File: config.mk
export PLATFORM = sky130hd
export DESIGN_NAME = paddle_cmd_scheduler
export DESIGN_NICKNAME = d
export VERILOG_FILES = /design/src/rtl/pong_input_pkg.sv /design/src/rtl/key_repeat_timer.sv /design/src/rtl/paddle_cmd_scheduler.sv
export SDC_FILE = /design/constraint.sdc
export NUM_CORES = 1
export LEC_CHECK = 0
export ABC_AREA = 0
export ABC_CLOCK_PERIOD_IN_PS = 2900
export BUFFER_PORTS_ARGS = -buffer_cell sky130_fd_sc_hd__buf_2
export CORE_MARGIN = 4
export CORE_UTILIZATION = 25
export DETAILED_ROUTE_END_ITERATION = 8
export SYNTH_ARGS = -nofsm -noshare
export SYNTH_HDL_FRONTEND = slang
export SYNTH_SLANG_ARGS = --single-unit
File: constraint.sdc
create_clock -name Clk -period 2.9 [get_ports Clk]
set_input_delay 0.29 -clock Clk [delete_from_list [all_inputs] [get_ports Clk]]
set_output_delay 0.29 -clock Clk [all_outputs]
set_load 0.05 [all_outputs]
File: src/rtl/pong_input_pkg.sv
// Purpose: shared keycode constants, paddle direction type and keycode decoder.
// Latency: decode_key is purely combinational.
// Backpressure: none, this package holds no state.
// Contents: KEY_* localparams, dir_t, key_hit_t, decode_key().
package pong_input_pkg;

  // Player 0 keys: W / S / A / D
  localparam logic [7:0] KEY_P0_UP    = 8'h1A;
  localparam logic [7:0] KEY_P0_DOWN  = 8'h16;
  localparam logic [7:0] KEY_P0_LEFT  = 8'h04;
  localparam logic [7:0] KEY_P0_RIGHT = 8'h07;
  // Player 1 keys: arrow cluster
  localparam logic [7:0] KEY_P1_UP    = 8'h52;
  localparam logic [7:0] KEY_P1_DOWN  = 8'h51;
  localparam logic [7:0] KEY_P1_LEFT  = 8'h50;
  localparam logic [7:0] KEY_P1_RIGHT = 8'h4F;

  typedef enum logic [1:0] {
    DIR_UP    = 2'd0,
    DIR_DOWN  = 2'd1,
    DIR_LEFT  = 2'd2,
    DIR_RIGHT = 2'd3
  } dir_t;

  typedef struct packed {
    logic hit;
    logic player;
    dir_t dir;
  } key_hit_t;

  function automatic key_hit_t decode_key(input logic [7:0] key);
    key_hit_t res;
    res.hit    = 1'b1;
    res.player = 1'b0;
    res.dir    = DIR_UP;
    case (key)
      KEY_P0_UP:    begin res.player = 1'b0; res.dir = DIR_UP;    end
      KEY_P0_DOWN:  begin res.player = 1'b0; res.dir = DIR_DOWN;  end
      KEY_P0_LEFT:  begin res.player = 1'b0; res.dir = DIR_LEFT;  end
      KEY_P0_RIGHT: begin res.player = 1'b0; res.dir = DIR_RIGHT; end
      KEY_P1_UP:    begin res.player = 1'b1; res.dir = DIR_UP;    end
      KEY_P1_DOWN:  begin res.player = 1'b1; res.dir = DIR_DOWN;  end
      KEY_P1_LEFT:  begin res.player = 1'b1; res.dir = DIR_LEFT;  end
      KEY_P1_RIGHT: begin res.player = 1'b1; res.dir = DIR_RIGHT; end
      default:      res.hit = 1'b0;
    endcase
    return res;
  endfunction

endpackage

File: src/rtl/key_repeat_timer.sv
// Purpose: per-player press/hold/release tracker with auto-repeat and a one-deep request flag.
// Latency: request flag set on the same edge that samples a press or a repeat expiry.
// Backpressure: requests coalesce into o_req (newest dir wins) until the arbiter pulses i_clr.
// Ports: Clk, Reset; i_hit/i_dir this player's decoded key; i_clr arbiter grant; o_req/o_dir pending request.
module key_repeat_timer
  import pong_input_pkg::*;
#(
  parameter int unsigned REPEAT_CYCLES = 833333
) (
  input  logic Clk,
  input  logic Reset,
  input  logic i_hit,
  input  dir_t i_dir,
  input  logic i_clr,
  output logic o_req,
  output dir_t o_dir
);

  localparam int unsigned CW = $clog2(REPEAT_CYCLES);
  localparam logic [CW-1:0] RELOAD = CW'(REPEAT_CYCLES - 1);

  logic          r_hit_vld;
  dir_t          r_hit_dir;
  logic [CW-1:0] r_cnt;
  logic          r_req;
  dir_t          r_dir;

  logic w_press;
  logic w_fire;
  logic w_set;

  // A press is a new hit or a direction change for this player.
  assign w_press = i_hit && (!r_hit_vld || (r_hit_dir != i_dir));
  assign w_fire  = i_hit && !w_press && (r_cnt == '0);
  assign w_set   = w_press || w_fire;

  always_ff @(posedge Clk or posedge Reset) begin
    if (Reset) begin
      r_hit_vld <= 1'b0;
      r_hit_dir <= DIR_UP;
      r_cnt     <= '0;
      r_req     <= 1'b0;
      r_dir     <= DIR_UP;
    end else begin
      r_hit_vld <= i_hit;
      r_hit_dir <= i_dir;

      if (w_set)
        r_cnt <= RELOAD;
      else if (i_hit)
        r_cnt <= r_cnt - CW'(1);
      else
        r_cnt <= '0;

      // Set beats a same-edge clear so a fresh request is never dropped.
      if (w_set) begin
        r_req <= 1'b1;
        r_dir <= i_dir;
      end else if (i_clr) begin
        r_req <= 1'b0;
      end
    end
  end

  assign o_req = r_req;
  assign o_dir = r_dir;

endmodule

File: src/rtl/paddle_cmd_scheduler.sv
// Purpose: turns the SoC HID keycode into paddle-move commands for two players on one valid/ready port.
// Latency: keycode sampled at edge N gives cmd_valid after edge N+1; at most one command per 2 cycles.
// Backpressure: cmd_* held stable while cmd_ready=0; further requests coalesce per player.
// Ports: Clk, Reset, keycode in; cmd_valid/cmd_player/cmd_dir out, cmd_ready in; pending per-player flags out.
module paddle_cmd_scheduler
  import pong_input_pkg::*;
#(
  parameter int unsigned REPEAT_CYCLES = 833333
) (
  input  logic       Clk,
  input  logic       Reset,
  input  logic [7:0] keycode,
  output logic       cmd_valid,
  output logic       cmd_player,
  output logic [1:0] cmd_dir,
  input  logic       cmd_ready,
  output logic [1:0] pending
);

  typedef enum logic {
    ST_IDLE  = 1'b0,
    ST_ISSUE = 1'b1
  } arb_state_t;

  key_hit_t   w_key;
  logic [1:0] w_hit;
  logic [1:0] w_req;
  logic [1:0] w_clr;
  dir_t       w_dir_p0;
  dir_t       w_dir_p1;
  logic       w_any;
  logic       w_pick;
  dir_t       w_pick_dir;

  arb_state_t r_state;
  logic       r_rr;
  logic       r_cmd_valid;
  logic       r_cmd_player;
  dir_t       r_cmd_dir;

  assign w_key    = decode_key(keycode);
  assign w_hit[0] = w_key.hit && (w_key.player == 1'b0);
  assign w_hit[1] = w_key.hit && (w_key.player == 1'b1);

  key_repeat_timer #(.REPEAT_CYCLES(REPEAT_CYCLES)) u_timer_p0 (
    .Clk   (Clk),
    .Reset (Reset),
    .i_hit (w_hit[0]),
    .i_dir (w_key.dir),
    .i_clr (w_clr[0]),
    .o_req (w_req[0]),
    .o_dir (w_dir_p0)
  );

  key_repeat_timer #(.REPEAT_CYCLES(REPEAT_CYCLES)) u_timer_p1 (
    .Clk   (Clk),
    .Reset (Reset),
    .i_hit (w_hit[1]),
    .i_dir (w_key.dir),
    .i_clr (w_clr[1]),
    .o_req (w_req[1]),
    .o_dir (w_dir_p1)
  );

  // Round-robin: the rr player goes first if it is asking, else the other one.
  assign w_any      = |w_req;
  assign w_pick     = w_req[r_rr] ? r_rr : ~r_rr;
  assign w_pick_dir = w_pick ? w_dir_p1 : w_dir_p0;
  assign w_clr[0]   = (r_state == ST_IDLE) && w_any && (w_pick == 1'b0);
  assign w_clr[1]   = (r_state == ST_IDLE) && w_any && (w_pick == 1'b1);

  always_ff @(posedge Clk or posedge Reset) begin
    if (Reset) begin
      r_state      <= ST_IDLE;
      r_rr         <= 1'b0;
      r_cmd_valid  <= 1'b0;
      r_cmd_player <= 1'b0;
      r_cmd_dir    <= DIR_UP;
    end else begin
      case (r_state)
        ST_IDLE: begin
          if (w_any) begin
            r_cmd_valid  <= 1'b1;
            r_cmd_player <= w_pick;
            r_cmd_dir    <= w_pick_dir;
            r_state      <= ST_ISSUE;
          end
        end
        ST_ISSUE: begin
          if (cmd_ready) begin
            r_cmd_valid <= 1'b0;
            r_rr        <= ~r_cmd_player;
            r_state     <= ST_IDLE;
          end
        end
        default: r_state <= ST_IDLE;
      endcase
    end
  end

  assign cmd_valid  = r_cmd_valid;
  assign cmd_player = r_cmd_player;
  assign cmd_dir    = r_cmd_dir;
  assign pending    = w_req;

endmodule

==> results of run 1 <==
## per-stage QoR
step                      power (mW)  instances
after global routing            1.95        428
after global placement          1.15        419
after CTS                       1.87        428
final                           1.85        428
after floorplan                 1.09        270
after detailed placement        1.15        419
## routing by layer
layer  vias up  GRT usage, %
met5         -             0
met4         0          2.14
met3         2          1.37
met2        37          12.8
met1       971          12.8
li1        990             -
## kinds of logic after synthesis
group	synth area share [%]
buffers and inverters	3.39
AO/OA/AOI/OAI	10.1
AND/OR/NAND/NOR	21.6
XOR/XNOR	12.0
flip-flops	49.3
multiplexers	2.64
adder cells (fa/ha/maj)	0.881
## how the worst max path moves through the flow
stage                             start                   to  slack (ns)  depth (start not counted)
floorplan           u_timer_p0.r_cnt[2]  u_timer_p0.o_dir[1]        0.68                          6
global placement             keycode[5]  u_timer_p1.o_dir[1]        0.58                          7
detailed placement           keycode[5]  u_timer_p1.r_cnt[3]        0.52                          7
CTS                 u_timer_p0.r_cnt[2]  u_timer_p0.o_dir[0]        0.54                          6
global route        u_timer_p1.r_cnt[2]  u_timer_p1.r_cnt[1]        0.45                          6
finish              u_timer_p0.r_cnt[2]  u_timer_p0.o_dir[1]        0.54                          6
## cell usage in the layout (no fill, tap or decap), types with 2 or more instances in the layout
cell type / instances
mux2_2: 2
nand2_1: 14
or3_1: 3
nand4_1: 5
nor3b_1: 3
a21oi_2: 10
mux2_1: 2
xor2_1: 14
nor4_1: 5
clkbuf_8: 2
nand3b_1: 2
o21ai_0: 5
dfrtp_1: 56
nor2_1: 13
a31oi_1: 2
clkbuf_16: 5
a22oi_1: 2
o31ai_2: 2
nor4_2: 2
and2b_1: 2
inv_1: 10
nand3_1: 5
nor4bb_1: 2
buf_2: 16
xnor2_1: 25
ha_1: 2
nor2b_1: 4
a21oi_1: 13
nor3_1: 33
mux2i_1: 3
buf_4: 3
## sequential cells by signal, summed over array words and instances (netlist names)
signal                count
u_timer_p1.r_hit_dir      2
u_timer_p0.r_cnt         20
u_timer_p0.o_req          1
u_timer_p0.r_hit_vld      1
u_timer_p1.o_req          1
cmd_valid                 1
u_timer_p1.o_dir          2
cmd_player                1
cmd_dir                   2
r_state                   1
r_rr                      1
u_timer_p0.o_dir          2
u_timer_p1.r_cnt         20
u_timer_p1.r_hit_vld      1
## report_power, final
part / total [mW] / internal [mW] / switching [mW]
clock network: 0.716 / 0.455 / 0.261
registers: 0.855 / 0.818 / 0.0365
logic: 0.279 / 0.0957 / 0.183
## critical path: cells and delay by family, from the launching register on
family,cells,cell delay [ns]
compound gates,2,0.58
flops,1,0.42
mux,1,0.34
simple gates,3,0.90
## cell type report
| cell class | count | area [sq um] | area share, % |
|---|---|---|---|
| Clock inverter | 1 | 30.0 | 0.921 |
| Multi-Input combinational cell | 193 | 1350 | 41.3 |
| Tap cell | 140 | 175 | 5.37 |
| Timing Repair Buffer | 20 | 113 | 3.45 |
| Inverter | 11 | 41.3 | 1.27 |
| Clock buffer | 7 | 153 | 4.68 |
| Sequential cell | 56 | 1400 | 43.0 |
==> results.ini, run 1 <==
[cells_and_area]
fin_area_sq_um = 3260
area_growth_pct = 14.8
fin_nets = 300
fillers = 1141
fin_util_pct = 29.7
drive_above_1_share_pct = 18.1
n_antenna_cell = 0

[global_routing]
grt_pass1_wl_mm = 9.46
antenna_found_initial = 0
overflow = 0
grt_max_degree = 39
grt_usage_pct = 8.54
first_global_vias = 1993

[critical_path]
rrSetupSlack_ns = 0.54
critPathSlowestCell = or4_4
cp_cell_sequence = or4_4, nor3_4, nand2_2, o31a_1, a31oi_2, mux2_1
reg2reg_depth = 6
crit_fanout = 4
critPathArrivalTime_ns = 2.53
path_class = reg2reg
end_kind = register
r2r-start = u_timer_p0.r_cnt[2]
required_ns = 3.07
r2r-end = u_timer_p0.o_dir[1]
cpPeakStageDelay_ns = 0.60
startpoint_type = register

[routing]
wirelength_mm = 5.25
wl_per_cell_microns = 12.3
first_pass_iters = 4
route.vias.total = 2000
topRoutingLayerUsed = met4
routed-wl-met3_microns = 233
wl_met1_mm = 2.68
viasPerCell = 4.67
drtIter0Drc = 115
drtAntennaViolNets = 0
drc = 0
wl_met2_mm = 2.29

[synthesis]
syn-cell-area_sq_um = 2840
syn_nets = 283
synth_flop_cell = dfrtp_1
synthTopCellsByCount = dfrtp_1, nor3_1, xnor2_1
synth_edf_count = 0
yosysSeqAreaShare_pct = 49.3
yosysTopAreaCell = dfrtp_1
avgSynthCellArea_sq_um = 10.5
yosysMostFrequentCell = dfrtp_1
synth.ff_latch_count = 56
synth_top_area_share_pct = 49.3
yosys-top-cells-area = dfrtp_1, xnor2_1, nor3_1
yosysWarnings = 0
postSynthCellCount = 270
async_reset_ff_share_pct = 100
synth.distinct_cells = 49

[min_path]
min_from = cmd_ready
hold_path.class = in2reg
hold_end = r_state
holdPathStages = 2

[timing]
clock-skew-final_ns = 0.00417
fmax_ghz = 0.424
rsz0062_at_grt = no
fin_ws_ns = 0.544
timing.final.max_slew_violations = 0
finalSetupTns_ns = 0
hold_ws_ns = 0.219
layout_min_cycle_time_ns = 2.36
setup_viol = 0
worst_slew_pin_slew_ns = 0.760
relSlewSlack_pct = 48.8
fin_crit_sh_pct = 81.2
hold_viol_final = 0

[floorplanning]
num_rows = 38
core_area_sq_um = 11000
die_h_microns = 115
dieWidth_microns = 115
start_util_pct = 25.9
ios = 17
die_area_sq_um = 13100

[job]
maxCapViolations = 0

[clocking]
clk_path_buf_depth = 2
cts_buffers = 5
hold_buffers = 1
cts.sinks = 56
cts_tree = yes
cts_setup_buffers = 0
ctsResizeCount = 0
path_clk_slew_ns = 0.07
clk_latency_ns = 0.28
cts_root_buffer = clkbuf_16
cts_max_level = 2

[power_and_ir_drop]
vdd_drop_max_mv = 0.366
p_leak_nw = 1.59
power_density_nw_per_um2 = 568

[run_status]
status = complete, no violations

[placement]
place.gp.congestion = 0.787
pre_cts_slack_ns = 0.520
place_hpwl_mm = 3.62
io_buffers = 16
placed_cell_area_sq_um = 3070

Power figures use the tool's default switching activity.
==> run 2: changes to the inputs <==
--- a/config.mk
+++ b/config.mk
@@ -6,7 +6,7 @@
 export NUM_CORES = 1
 export LEC_CHECK = 0
 export ABC_AREA = 0
-export ABC_CLOCK_PERIOD_IN_PS = 2900
+export ABC_CLOCK_PERIOD_IN_PS = 2300
 export BUFFER_PORTS_ARGS = -buffer_cell sky130_fd_sc_hd__buf_2
 export CORE_MARGIN = 4
 export CORE_UTILIZATION = 25
==> constraint.sdc (replaced) <==
create_clock -name Clk -period 2.3 [get_ports Clk]
set_input_delay 0.23 -clock Clk [delete_from_list [all_inputs] [get_ports Clk]]
set_output_delay 0.23 -clock Clk [all_outputs]
set_load 0.05 [all_outputs]
==> results.ini, run 2 (synthesized netlist as in run 1, its figures left out) <==
[power_and_ir_drop]
power_density_nw_per_um2 = 663
total_power_mw = 2.23
p_leak_nw = 1.65
vdd_drop_max_mv = 0.510

[min_path]
hold_path.class = in2async

[floorplanning]
ios = 17
die_area_sq_um = 13100
num_rows = 38
core_area_sq_um = 11000
start_util_pct = 25.9
die_h_microns = 115
dieWidth_microns = 115

[placement]
place.gp.congestion = 0.762
placed_cell_area_sq_um = 3180
place_hpwl_mm = 3.80
io_buffers = 16

[critical_path]
crit_fanout = 4
path_class = reg2reg
required_ns = 2.48
startpoint_type = register
critPathArrivalTime_ns = 2.40
end_kind = register

[cells_and_area]
drive_above_1_share_pct = 22.6
n_antenna_cell = 0
fin_area_sq_um = 3370
mostFrequentLayoutCells = dfrtp_1, nor3_1, xnor2_1
fin_util_pct = 30.7
area_growth_pct = 18.7
fin_nets = 313
top_regs = u_timer_p0.r_cnt (20), u_timer_p1.r_cnt (20)
final_common_cell = dfrtp_1

[clocking]
path_clk_slew_ns = 0.07
clk_path_buf_depth = 2
cts_max_level = 2
cts_root_buffer = clkbuf_16
hold_buffers = 0
cts.sinks = 56
cts_tree = yes
clk_latency_ns = 0.29
cts_buffers = 5

[job]
maxCapViolations = 0

[global_routing]
grt_max_degree = 32
first_global_vias = 2092
grt_usage_pct = 8.70
overflow = 0
grt_pass1_wl_mm = 9.47
antenna_found_initial = 0

[routing]
viasPerCell = 4.62
route.vias.total = 2037
wirelength_mm = 5.36
drtAntennaViolNets = 0
drc = 0
first_pass_iters = 4
drtIter0Drc = 138
wl_per_cell_microns = 12.2

[timing]
clock-skew-final_ns = 0.00869
timing.final.max_slew_violations = 0
hold_ws_ns = -0.00357
fmax_ghz = 0.449
relSlewSlack_pct = 61.3
layout_min_cycle_time_ns = 2.23
finalSetupTns_ns = 0
worst_slew_pin_slew_ns = 0.579
fin_crit_sh_pct = 96.8
hold_viol_final = 11
setup_viol = 0

[run_status]
violations = negative hold slack
status = finished with violations

## run 2: cell types whose count changed in the layout (fill, tap and decap cells not counted), moves of 2 or more
| cell | change |
|---|---|
| mux2_4 | +2 |
| buf_12 | +2 |
| buf_4 | +12 |
| mux2_1 | -2 |
## run 2: report_power, final
group          total [mW]  switching [mW]  internal, mW
sequential           1.08          0.0443          1.03
clock               0.794           0.353         0.441
combinational       0.363           0.234         0.129
total                2.23           0.631          1.60
## run 2: path summary, 6_finish.rpt
kind	to	start	depth (start not counted)	slack, ns
worst min register to register	cmd_dir[0]	cmd_dir[0]	2	0.48
min in group Clk	r_state	cmd_ready	2	0.15
worst max-delay path	u_timer_p0.o_dir[1]	u_timer_p0.r_cnt[3]	6	0.07
max in group asynchronous	u_timer_p1.o_dir[0]	Reset	3	1.75
worst min-delay path	cmd_valid	Reset	2	-0.004
worst max register to register	u_timer_p0.o_dir[1]	u_timer_p0.r_cnt[3]	6	0.07
## run 2: area by class of cell
class,count,area [sq um]
clock inverter,2,18.8
sequential,56,1400
fill,1128,7610
clock buffer,6,139
inverter,11,41.3
timing repair buffer,33,233
tap,140,175
multi-input combinational,193,1360
## run 2: per-layer routing
metal  global-route usage, %  vias up  part of all wire [%]
li1                        -     1009                     -
met1                    11.8      994                    51
met2                    14.0       29                    44
met3                    1.32        5                   2.9
met4                    3.33        0                   1.6
met5                       0        -                     0
## run 2: critical path: stages, from the launching register on
cell	delay, ns
dfrtp_1	0.40
or4_4	0.59
nor3_4	0.23
nand2_2	0.07
o31a_1	0.30
a31oi_4	0.21
mux2_4	0.32
## run 2: repair_timing
action,CTS,global route
buffers inserted,0,2
endpoints found under the hold margin,0,0
gates resized for setup,0,3
setup endpoints to repair,0,2
## run 2: stage by stage
stage          setup WS, ns  std cells
2_1_floorplan        0.0847        270
3_3_place_gp          0.104        431
3_5_place_dp         0.0461        431
4_1_cts              0.0517        439
5_1_grt            -0.00639        441
6_report             0.0744        441
==> run 3: changes to the inputs <==
--- a/config.mk
+++ b/config.mk
@@ -9,7 +9,7 @@
 export ABC_CLOCK_PERIOD_IN_PS = 2300
 export BUFFER_PORTS_ARGS = -buffer_cell sky130_fd_sc_hd__buf_2
 export CORE_MARGIN = 4
-export CORE_UTILIZATION = 25
+export CORE_UTILIZATION = 35
 export DETAILED_ROUTE_END_ITERATION = 8
 export SYNTH_ARGS = -nofsm -noshare
 export SYNTH_HDL_FRONTEND = slang
==> results.ini, run 3 (synthesized netlist as in run 1, its figures left out) <==
[cells_and_area]
n_antenna_cell = 0
mostFrequentLayoutCells = dfrtp_1, nor3_1, xnor2_1
fin_area_sq_um = 3280
drive_above_1_share_pct = 23.0
multi_input_area_sq_um = 1360
area_growth_pct = 15.6
seqCellArea_sq_um = 1400
fin_nets = 317
fillers = 755
final_common_cell = dfrtp_1
top_regs = u_timer_p0.r_cnt (20), u_timer_p1.r_cnt (20)

[placement]
place.gp.congestion = 0.840
placed_cell_area_sq_um = 3130
pre_cts_slack_ns = 0.0486
io_buffers = 16
place_hpwl_mm = 3.92

[timing]
relSlewSlack_pct = 71.5
worst_slew_pin_slew_ns = 0.416
clock-skew-final_ns = 0.00520
timing.final.max_slew_violations = 0
fin_ws_ns = 0.0728
hold_viol_final = 0
layout_min_cycle_time_ns = 2.23
fmax_ghz = 0.449
setup_viol = 0
fin_crit_sh_pct = 96.8

[global_routing]
grt_max_degree = 25
antenna_found_initial = 0
first_global_vias = 2140
grt_use_met1_pct = 16.2
grtUsageMet2_pct = 19.3
grt_pass1_wl_mm = 9.72
grt_usage_pct = 12.0
grt_busiest_layer = met2
grt_use_met3_pct = 2.36
overflow = 0

[min_path]
min_from = cmd_ready
hold_path.class = in2reg

[floorplanning]
dieWidth_microns = 98.1
ios = 17
die_area_sq_um = 9620
die_h_microns = 98.1
start_util_pct = 36.4
num_rows = 32
core_area_sq_um = 7810

[routing]
drtIter0Drc = 96
wirelength_mm = 5.45
first_pass_iters = 4
route.vias.total = 2056
wl_per_cell_microns = 13.4
drc = 0
viasPerCell = 5.06
drtAntennaViolNets = 0

[critical_path]
startpoint = u_timer_p0.r_cnt[2]
path_class = reg2reg
critPathArrivalTime_ns = 2.42
crit_fanout = 4
end_kind = register
r2r-start = u_timer_p0.r_cnt[2]
required_ns = 2.49
startpoint_type = register

[run_status]
status = complete, no violations

[clocking]
cts_buffers = 5
cts_max_level = 2
cts.sinks = 56
path_clk_slew_ns = 0.09
cts_tree = yes
clk_path_buf_depth = 2
clk_latency_ns = 0.30
cts_root_buffer = clkbuf_8

[power_and_ir_drop]
power_density_nw_per_um2 = 613
vdd_drop_max_mv = 0.249
p_leak_nw = 1.63

[job]
maxCapViolations = 0

-- run 3: worst max-delay path, stage by stage (launching register included) --
cell and delay (ns):
dfrtp_1 0.40, or4_4 0.58, nor3_4 0.22, nand2_2 0.08
o31a_1 0.31, a31oi_4 0.21, mux2_4 0.32
-- run 3: power breakdown --
| group | internal [mW] | switching, mW | leakage [nW] |
|---|---|---|---|
| clock network | 0.269 | 0.298 | 0.0503 |
| registers | 1.03 | 0.0494 | 0.773 |
| logic | 0.131 | 0.234 | 0.811 |
| total | 1.43 | 0.581 | 1.63 |
-- run 3: area by class of cell --
cell class / count / share of cell area, %
timing repair buffer: 37 / 7.70
sequential: 56 / 42.7
multi-input combinational: 193 / 41.5
clock buffer: 7 / 2.94
tap: 102 / 3.89
inverter: 11 / 1.26
-- run 3: per-layer routing --
layer	wire length, microns	vias to the layer above
met1	2590	993
met4	71	0
li1	-	1027
met5	0	-
met2	2620	30
met3	168	6
-- run 3: worst paths after layout --
kind | end | slack (ns) | depth (start not counted)
setup / recovery | u_timer_p0.o_dir[1] | 0.07 | 6
hold / removal | r_state | 0.14 | 2
setup reg to reg | u_timer_p0.o_dir[1] | 0.07 | 6
hold reg to reg | cmd_dir[0] | 0.51 | 2
max in group asynchronous | u_timer_p1.o_dir[1] | 1.21 | 4
min in group asynchronous | cmd_valid | 0.44 | 3
-- run 3: repair_timing --
action,in CTS,in global routing
endpoints found under the setup margin,0,2
resized for setup,0,3
setup buffers,0,4
hold endpoints to repair,15,0
hold buffers,1,0
-- run 3: per-stage QoR --
step / total power, mW / hold slack, ns / util, % / instances / TNS, ns
finish: 2.01 / 0.145 / 42.0 / 406 / 0
global route: 2.12 / 0.140 / 42.0 / 406 / -0.0462
CTS: 2.04 / 0.123 / 41.4 / 402 / 0
detailed placement: 1.47 / 0.237 / 40.1 / 394 / 0
global placement: 1.45 / 0.234 / 40.1 / 394 / 0
floorplan: 1.37 / 0.321 / - / 270 / 0
